File: src/rtl/vga_timing_decoder.sv
// VGA timing sink: recovers pixel coordinates from hs/vs/blank_n, measures line
// period and frame length, and locks once consecutive frames match nominal timing.
module vga_timing_decoder #(
    parameter int H_ACTIVE    = 640,
    parameter int H_TOTAL     = 800,
    parameter int V_ACTIVE    = 480,
    parameter int V_TOTAL     = 525,
    parameter int LOCK_FRAMES = 2
) (
    input  logic       clk,
    input  logic       rst,
    input  logic       vga_hs,
    input  logic       vga_vs,
    input  logic       vga_blank_n,
    output logic [9:0] posx,
    output logic [9:0] posy,
    output logic       pix_valid,
    output logic [9:0] h_period,
    output logic [9:0] v_lines,
    output logic       frame_start,
    output logic       locked,
    output logic       timing_err
);

    typedef enum logic [1:0] {SEARCH, CHECK, LOCKED} state_t;

    localparam logic [9:0] H_ACT_10  = 10'(H_ACTIVE);
    localparam logic [9:0] H_TOT_10  = 10'(H_TOTAL);
    localparam logic [9:0] V_ACT_10  = 10'(V_ACTIVE);
    localparam logic [9:0] V_TOT_10  = 10'(V_TOTAL);
    localparam logic [7:0] LOCK_8    = 8'(LOCK_FRAMES);
    localparam int         WD_LIMIT  = 2 * V_TOTAL * H_TOTAL;
    localparam int         WD_W      = $clog2(WD_LIMIT + 1);
    localparam logic [WD_W-1:0] WD_LAST = WD_W'(WD_LIMIT - 1);

    state_t          state;
    logic            hs_q, vs_q, blank_q;
    logic [9:0]      hcnt, xcnt, ycnt, vline;
    logic            frame_ok;
    logic [7:0]      good;
    logic [WD_W-1:0] wd;

    logic       hs_fall, vs_fall, blank_fall;
    logic [9:0] h_meas, vline_eff, ycnt_eff;
    logic       line_bad, frame_good, wd_trip;

    function automatic logic [9:0] sat_inc(input logic [9:0] v);
        return (v == 10'h3FF) ? v : v + 10'd1;
    endfunction

    always_comb begin
        hs_fall    = hs_q & ~vga_hs;
        vs_fall    = vs_q & ~vga_vs;
        blank_fall = blank_q & ~vga_blank_n;
        h_meas     = sat_inc(hcnt);
        line_bad   = (hs_fall && (h_meas != H_TOT_10)) ||
                     (blank_fall && (xcnt != H_ACT_10));
        // Same-cycle line/row events belong to the frame that is ending.
        vline_eff  = hs_fall ? sat_inc(vline) : vline;
        ycnt_eff   = blank_fall ? sat_inc(ycnt) : ycnt;
        frame_good = frame_ok && !line_bad &&
                     (vline_eff == V_TOT_10) && (ycnt_eff == V_ACT_10);
        wd_trip    = (state != SEARCH) && !vs_fall && (wd == WD_LAST);
    end

    always_ff @(posedge clk) begin
        if (rst) begin
            state       <= SEARCH;
            hs_q        <= 1'b1;
            vs_q        <= 1'b1;
            blank_q     <= 1'b0;
            hcnt        <= '0;
            xcnt        <= '0;
            ycnt        <= '0;
            vline       <= '0;
            frame_ok    <= 1'b0;
            good        <= '0;
            wd          <= '0;
            posx        <= '0;
            posy        <= '0;
            pix_valid   <= 1'b0;
            h_period    <= '0;
            v_lines     <= '0;
            frame_start <= 1'b0;
            locked      <= 1'b0;
            timing_err  <= 1'b0;
        end else begin
            hs_q        <= vga_hs;
            vs_q        <= vga_vs;
            blank_q     <= vga_blank_n;
            hcnt        <= hs_fall ? 10'd0 : h_meas;
            posy        <= ycnt;
            pix_valid   <= vga_blank_n & locked;
            frame_start <= vs_fall;
            timing_err  <= 1'b0;

            if (hs_fall) h_period <= h_meas;

            if (vga_blank_n) begin
                posx <= xcnt;
                xcnt <= sat_inc(xcnt);
            end else begin
                xcnt <= '0;
            end

            if (vs_fall) begin
                v_lines <= vline_eff;
                vline   <= '0;
                ycnt    <= '0;
                wd      <= '0;
            end else begin
                vline <= vline_eff;
                ycnt  <= ycnt_eff;
                wd    <= (state == SEARCH || wd_trip) ? '0 : wd + WD_W'(1);
            end

            if (state == SEARCH || line_bad) frame_ok <= 1'b0;

            case (state)
                SEARCH: begin
                    if (vs_fall) begin
                        state    <= CHECK;
                        good     <= '0;
                        frame_ok <= 1'b1;
                    end
                end
                CHECK: begin
                    if (vs_fall) begin
                        frame_ok <= 1'b1;
                        if (frame_good) begin
                            good <= good + 8'd1;
                            if (good + 8'd1 == LOCK_8) begin
                                state  <= LOCKED;
                                locked <= 1'b1;
                            end
                        end else begin
                            good <= '0;
                        end
                    end else if (wd_trip) begin
                        state    <= SEARCH;
                        frame_ok <= 1'b0;
                    end
                end
                LOCKED: begin
                    if (vs_fall && frame_good) begin
                        frame_ok <= 1'b1;
                    end else if (vs_fall || wd_trip) begin
                        // Bad frame or lost vsync: drop lock and flag it once.
                        state      <= SEARCH;
                        locked     <= 1'b0;
                        timing_err <= 1'b1;
                        frame_ok   <= 1'b0;
                    end
                end
                default: begin
                    state  <= SEARCH;
                    locked <= 1'b0;
                end
            endcase
        end
    end

endmodule
File: config.mk
export PLATFORM = sky130hd
export DESIGN_NAME = vga_timing_decoder
export DESIGN_NICKNAME = d
export VERILOG_FILES = /design/src/rtl/vga_timing_decoder.sv
export SDC_FILE = /design/constraint.sdc
export NUM_CORES = 1
export LEC_CHECK = 0
export CAP_MARGIN = 20
export CORE_UTILIZATION = 55
export CTS_CLUSTER_SIZE = 12
export DETAILED_ROUTE_END_ITERATION = 10
export MAX_ROUTING_LAYER = met4
export PLACE_DENSITY = 0.87
export SLEW_MARGIN = 0
export SYNTH_ARGS = -nofsm -noshare
export SYNTH_HDL_FRONTEND = slang
export SYNTH_SLANG_ARGS = --single-unit
File: constraint.sdc
create_clock -name clk -period 3.5 [get_ports clk]
set_input_delay 0.7 -clock clk [delete_from_list [all_inputs] [get_ports clk]]
set_output_delay 0.7 -clock clk [all_outputs]
set_load 0.02 [all_outputs]
Word level (Yosys, flattened, before mapping)

Cells that the tools add are included.

Add/sub/neg operators: 6
Multipliers: 0
Div/mod/pow operators: 0
$lt $le $gt $ge: 0
Equal/unequal tests: 21
Shift-type cells: 0
Mux-type cells: 31
Bitwise logic cells: 9
Reductions and logical operators: 25

Operator list:

| cell                    | count |
|---|---|
| $eq A10 B10 Y1 const B  | 5 |
| $mux W10                | 5 |
| $add A10 B1 Y10 const B | 4 |
| $mux W8                 | 3 |
| $add A20 B1 Y20 const B | 1 |
| $eq A20 B20 Y1 const B  | 1 |
| $ne A10 B10 Y1 const B  | 2 |
| $pmux W8 S2             | 1 |
| $mux W2                 | 7 |
| $mux W1                 | 12 |
| $ne A2 B2 Y1 const B    | 6 |
| $reduce_and A6 Y1       | 2 |
| $eq A10 B9 Y1 const B   | 1 |
| $ne A3 B3 Y1 const B    | 3 |
| $add A8 B1 Y8 const B   | 1 |
| $eq A8 B2 Y1 const B    | 1 |
| $logic_and A1 B1 Y1     | 8 |
| $pmux W1 S3             | 2 |
| $pmux W2 S3             | 1 |
| $reduce_or A2 Y1        | 3 |
| $reduce_or A3 Y1        | 2 |
| $not A1 Y1              | 5 |
| $and A1 B1 Y1           | 4 |
| $logic_or A1 B1 Y1      | 4 |
| 6 further kinds         | 8 |

Register bits: 118
Bits in latches: 0
RAM bits: 0
Bits in read-only memories: 0
Output and inout port bits: 44
Logic and storage cells: 111
Memories: 0

Logic depth before layout (Yosys ltp)

Depth in word-level cells: 12
Depth in mapped cells: 10
Gate-level depth less buffers: 10

Worst setup path after synthesis

Ideal clock, no wire load.

Path type: input port to flip-flop
From: input port vga_blank_n
To: register locked
Library setup time: 0.057 ns
Arrival: 2.573 ns
Required time: 3.443 ns
Slack: 0.870 ns
Stages: 9
Path through: nand2b_1 clkbuf_1 nor4_1 mux2i_1 nand4_1 nor4_2 a21oi_1 o41ai_2 a21o_1

Cells in the longest elaborated chain, start to end: 11
Elaborated cells between the ends (all ways): 14

Ends and longest elaborated chain:

| item                                                             | RTL line | source |
|---|---|---|
| start: declaration                                               | 14       | `input logic vga_blank_n,` |
| $not A1 Y1 (no source line) (*)                                  | -        |  |
| $and A1 B1 Y1 (*)                                                | 54       | `blank_fall = blank_q & ~vga_blank_n;` |
| parallel branches: the longest is 5 deep, another holds $mux W10 | -        |  |
| $logic_and A1 B1 Y1 (*)                                          | 62       | `(vline_eff == V_TOT_10) && (ycnt_eff == V_ACT_10);` |
| $logic_and A1 B1 Y1                                              | 145      | `if (vs_fall && frame_good) begin` |
| $ne A2 B2 Y1 (no source line)                                    | -        |  |
| $reduce_and A6 Y1 (no source line) (*)                           | -        |  |
| end signal: assignment                                           | 85       | `locked <= 1'b0;` |
| end signal: assignment                                           | 150      | `locked <= 1'b0;` |
| end signal: assignment                                           | 157      | `locked <= 1'b0;` |
| end: declaration                                                 | 21       | `output logic locked,` |

Mark *: on every way between the ends.
A chain may end at the register's enable or synchronous reset.

Worst setup path in the final report

From: register ycnt[0]
To: register locked

Cells in the longest elaborated chain, start to end: 8
Elaborated cells between the ends (all ways): 10

Ends and longest elaborated chain:

| item                                                     | RTL line | source |
|---|---|---|
| start: declaration                                       | 38       | `logic [9:0] hcnt, xcnt, ycnt, vline;` |
| start signal: assignment                                 | 113      | `ycnt <= ycnt_eff;` |
| $add A10 B1 Y10 / $eq A10 B10 Y1 (equally long branches) | 48       | `return (v == 10'h3FF) ? v : v + 10'd1;` |
| $mux W10                                                 | 48       |  |
| $mux W10 (*)                                             | 60       | `ycnt_eff = blank_fall ? sat_inc(ycnt) : ycnt;` |
| $eq A10 B9 Y1 (*)                                        | 62       |  |
| $logic_and A1 B1 Y1 (*)                                  | 62       |  |
| $logic_and A1 B1 Y1                                      | 145      |  |
| $ne A2 B2 Y1 (no source line)                            | -        |  |
| $reduce_and A6 Y1 (no source line) (*)                   | -        |  |

Mark *: on every way between the ends. The rest lies on a longest branch, timed or not.

==> flow_summary.yaml <==
status:
  status: "complete, no violations"
min_path:
  hold_class: "register to register"
critical_path:
  arrival_ns: 3.47
  critPathRequiredTime_ns: 3.95
  critPathMaxFanout: 9
  start_kind: "register"
  cp-end-kind: "register"
  worstSetupPathType: "register to register"
timing:
  tightest_slew_ns: 0.6910
  fin_skew_ns: 0.01257
  max_slew_margin_pct: 53.77
  fin_setup_tns_ns: 0
  period_share_pct: 86.24
  rsz0062_at_grt: "false"
  maxSlewViolCount: 0
  max_freq_ghz: 0.3313
  setup_viol: 0
  final-hold-violation-count: 0
  fin_crit_ns: 3.018
detailed_routing:
  first_pass_iters: 8
  drcViolationCount: 0
  wl_per_cell_um: 15.06
  vias_per_cell: 5.768
  dr.first_iter.drc_count: 344
  antenna_left: 0
  vias: 4718
  routed_wl_um: 12320
synthesis:
  synth_seq_cells: 118
  synth_edf_count: 0
  async_flop_share_pct: 0
  syn_area_um2: 5403
  yosysTopAreaCell: "dfxtp_1"
  avgSynthCellArea_um2: 8.549
  ys_seq_area_share_pct: 43.72
  synth_top_cell_area_share_pct: 43.72
  syn_inst: 632
  ys.warnings.count: 0
  synth.net_count: 645
  synth.distinct_cells: 61
  synth_area_leaders: "dfxtp_1 (44%), nor2_1 (6.6%), mux2i_1 (3.9%)"
  ys.flop_type: "dfxtp_1"
floorplan:
  dieArea_um2: 10220
  rows: 35
  fp.dieH_um: 101.1
  initial_core_util_pct: 57.65
  pin_count: 49
  die_x_um: 101.1
  core-area_um2: 9371
cts:
  cts_made_buffers: 17
  post_cts_buffers: 0
  clk_latency_ns: 0.51
  cts_max_level: 4
  clk_pin_slew_ns: 0.06
  clock_sinks: 118
  root_buffer: "clkbuf_8"
  clock_path_buffers: 2
  cts_resized: 0
  cts_tree: "done"
  cts_hold_buf: 0
power:
  ir_drop_mv: 0.3233
  powerDensity_nw_per_um2: 489.4
  p_leak_uw: 0.002426
  power_uw: 3215
global_routing:
  grt_overflow_total: 0
  grt_pass1_vias: 4538
  grt.total_usage_pct: 26.75
  antenna_found_initial: 0
  grt_max_degree: 37
  grt_pass1_wl_um: 20790
layout:
  fillers: 728
  multiInputGateArea_um2: 2838
  area_delta_synth_final_pct: 21.61
  antenna_cells: 0
  stdcell_area_um2: 6570
  drive_gt1_share_pct: 7.837
  nNetsFinal: 689
  regArea_um2: 2362
  fin_cells: 818
placement:
  globalplace.congestion: 0.9471
  place.port_buffers: 48
  place_inst: 786
  dp_hpwl_um: 8193
  place_area_um2: 5973
run:
  drv_cap: 0
-- through the flow --
stage | util [%] | setup WS (ns) | hold WS (ns)
global placement | 63.74 | 0.2865 | 0.4335
detailed placement | 63.74 | 0.1488 | 0.4443
CTS | 70.11 | 0.5477 | 0.4573
floorplan | - | 0.8697 | 0.4298
finish | 70.11 | 0.4817 | 0.4540
global route | 70.11 | 0.3428 | 0.4762
-- placed cells by master (no fill, tap or decap), types with 5 or more instances in the layout --
cell type,instances
clkdlybuf4s50_1,48
inv_1,17
a21o_1,9
nor3_1,12
and3_1,16
a21oi_1,26
a31oi_1,6
nor2b_1,15
nand4b_1,5
nand3b_1,5
nand2b_1,11
o21ai_0,26
xor2_1,22
nor3b_1,5
dfxtp_1,118
nor2_1,95
nand4_1,14
xnor2_1,15
clkinvlp_4,5
clkbuf_16,16
nor4_1,8
mux2i_1,21
buf_4,9
nand3_1,30
or3_1,12
nand2_1,51
ha_1,8
and2_1,7
-- kinds of logic after synthesis --
kind of cell | after synthesis | synth area share (%)
XOR/XNOR | 37 | 5.998
multiplexers | 22 | 4.099
buffers and inverters | 49 | 3.752
flip-flops | 118 | 43.72
AND/OR/NAND/NOR | 302 | 28.76
adder cells (fa/ha/maj) | 9 | 2.038
AO/OA/AOI/OAI | 95 | 11.63
-- state kept, by name, indices dropped and copies added, names as in the netlist, 2 cells and up --
name,flops
wd,20
h_period,10
hcnt,10
posx,10
posy,10
v_lines,10
vline,10
xcnt,10
ycnt,10
good,8
state,2
-- cells in the mapped netlist (all sizes together), types with 9 or more instances --
library cell and number:
a21o 9, a21oi 26, and3 16, buf 10
clkbuf 22, dfxtp 118, inv 17, mux2i 21
nand2 52, nand2b 11, nand3 31, nand4 16
nor2 95, nor2b 15, nor3 12, nor4 10
o21ai 26, or3 12, xnor2 15, xor2 22
-- final cells by class --
| cell class | instances | share of cell area (%) |
|---|---|---|
| inverter | 17 | 0.9712 |
| timing repair buffer | 57 | 8.341 |
| tap | 129 | 2.457 |
| multi-input combinational | 465 | 43.19 |
| sequential | 118 | 35.96 |
| clock buffer | 20 | 6.780 |
| clock inverter | 12 | 2.304 |
-- final timing paths --
| kind | slack [ns] | cells past startpoint | end | from |
|---|---|---|---|---|
| setup / recovery | 0.48 | 9 | locked | ycnt[0] |
| hold / removal | 0.45 | 2 | v_lines[1] | v_lines[1] |
| setup reg to reg | 0.48 | 9 | locked | ycnt[0] |
| hold reg to reg | 0.45 | 2 | v_lines[1] | v_lines[1] |
-- routing by layer --
metal | share of wire, % | routed length (µm) | global-route usage, %
met1 | 43 | 5332 | 30.61
met2 | 50 | 6174 | 44.74
met3 | 4.3 | 531 | 6.103
met4 | 2.3 | 279 | 11.71
met5 | 0 | 0 | -
-- power breakdown --
part	total [µW]	switching (µW)	internal [µW]
logic	111	71.8	38.8
clock network	1730	614	1120
registers	1370	15.2	1360
-- critical path, stage by stage, from the launching register on --
cell and delay [ns]:
dfxtp_1 0.55, ha_1 0.38, nand3_1 0.23, or3_1 0.41, a211oi_1 0.32, o211ai_1 0.17, nor4_2 0.29, a21oi_1 0.16
o41ai_2 0.30, a21o_1 0.15
Note: power is estimated with default switching activity, not from simulation.
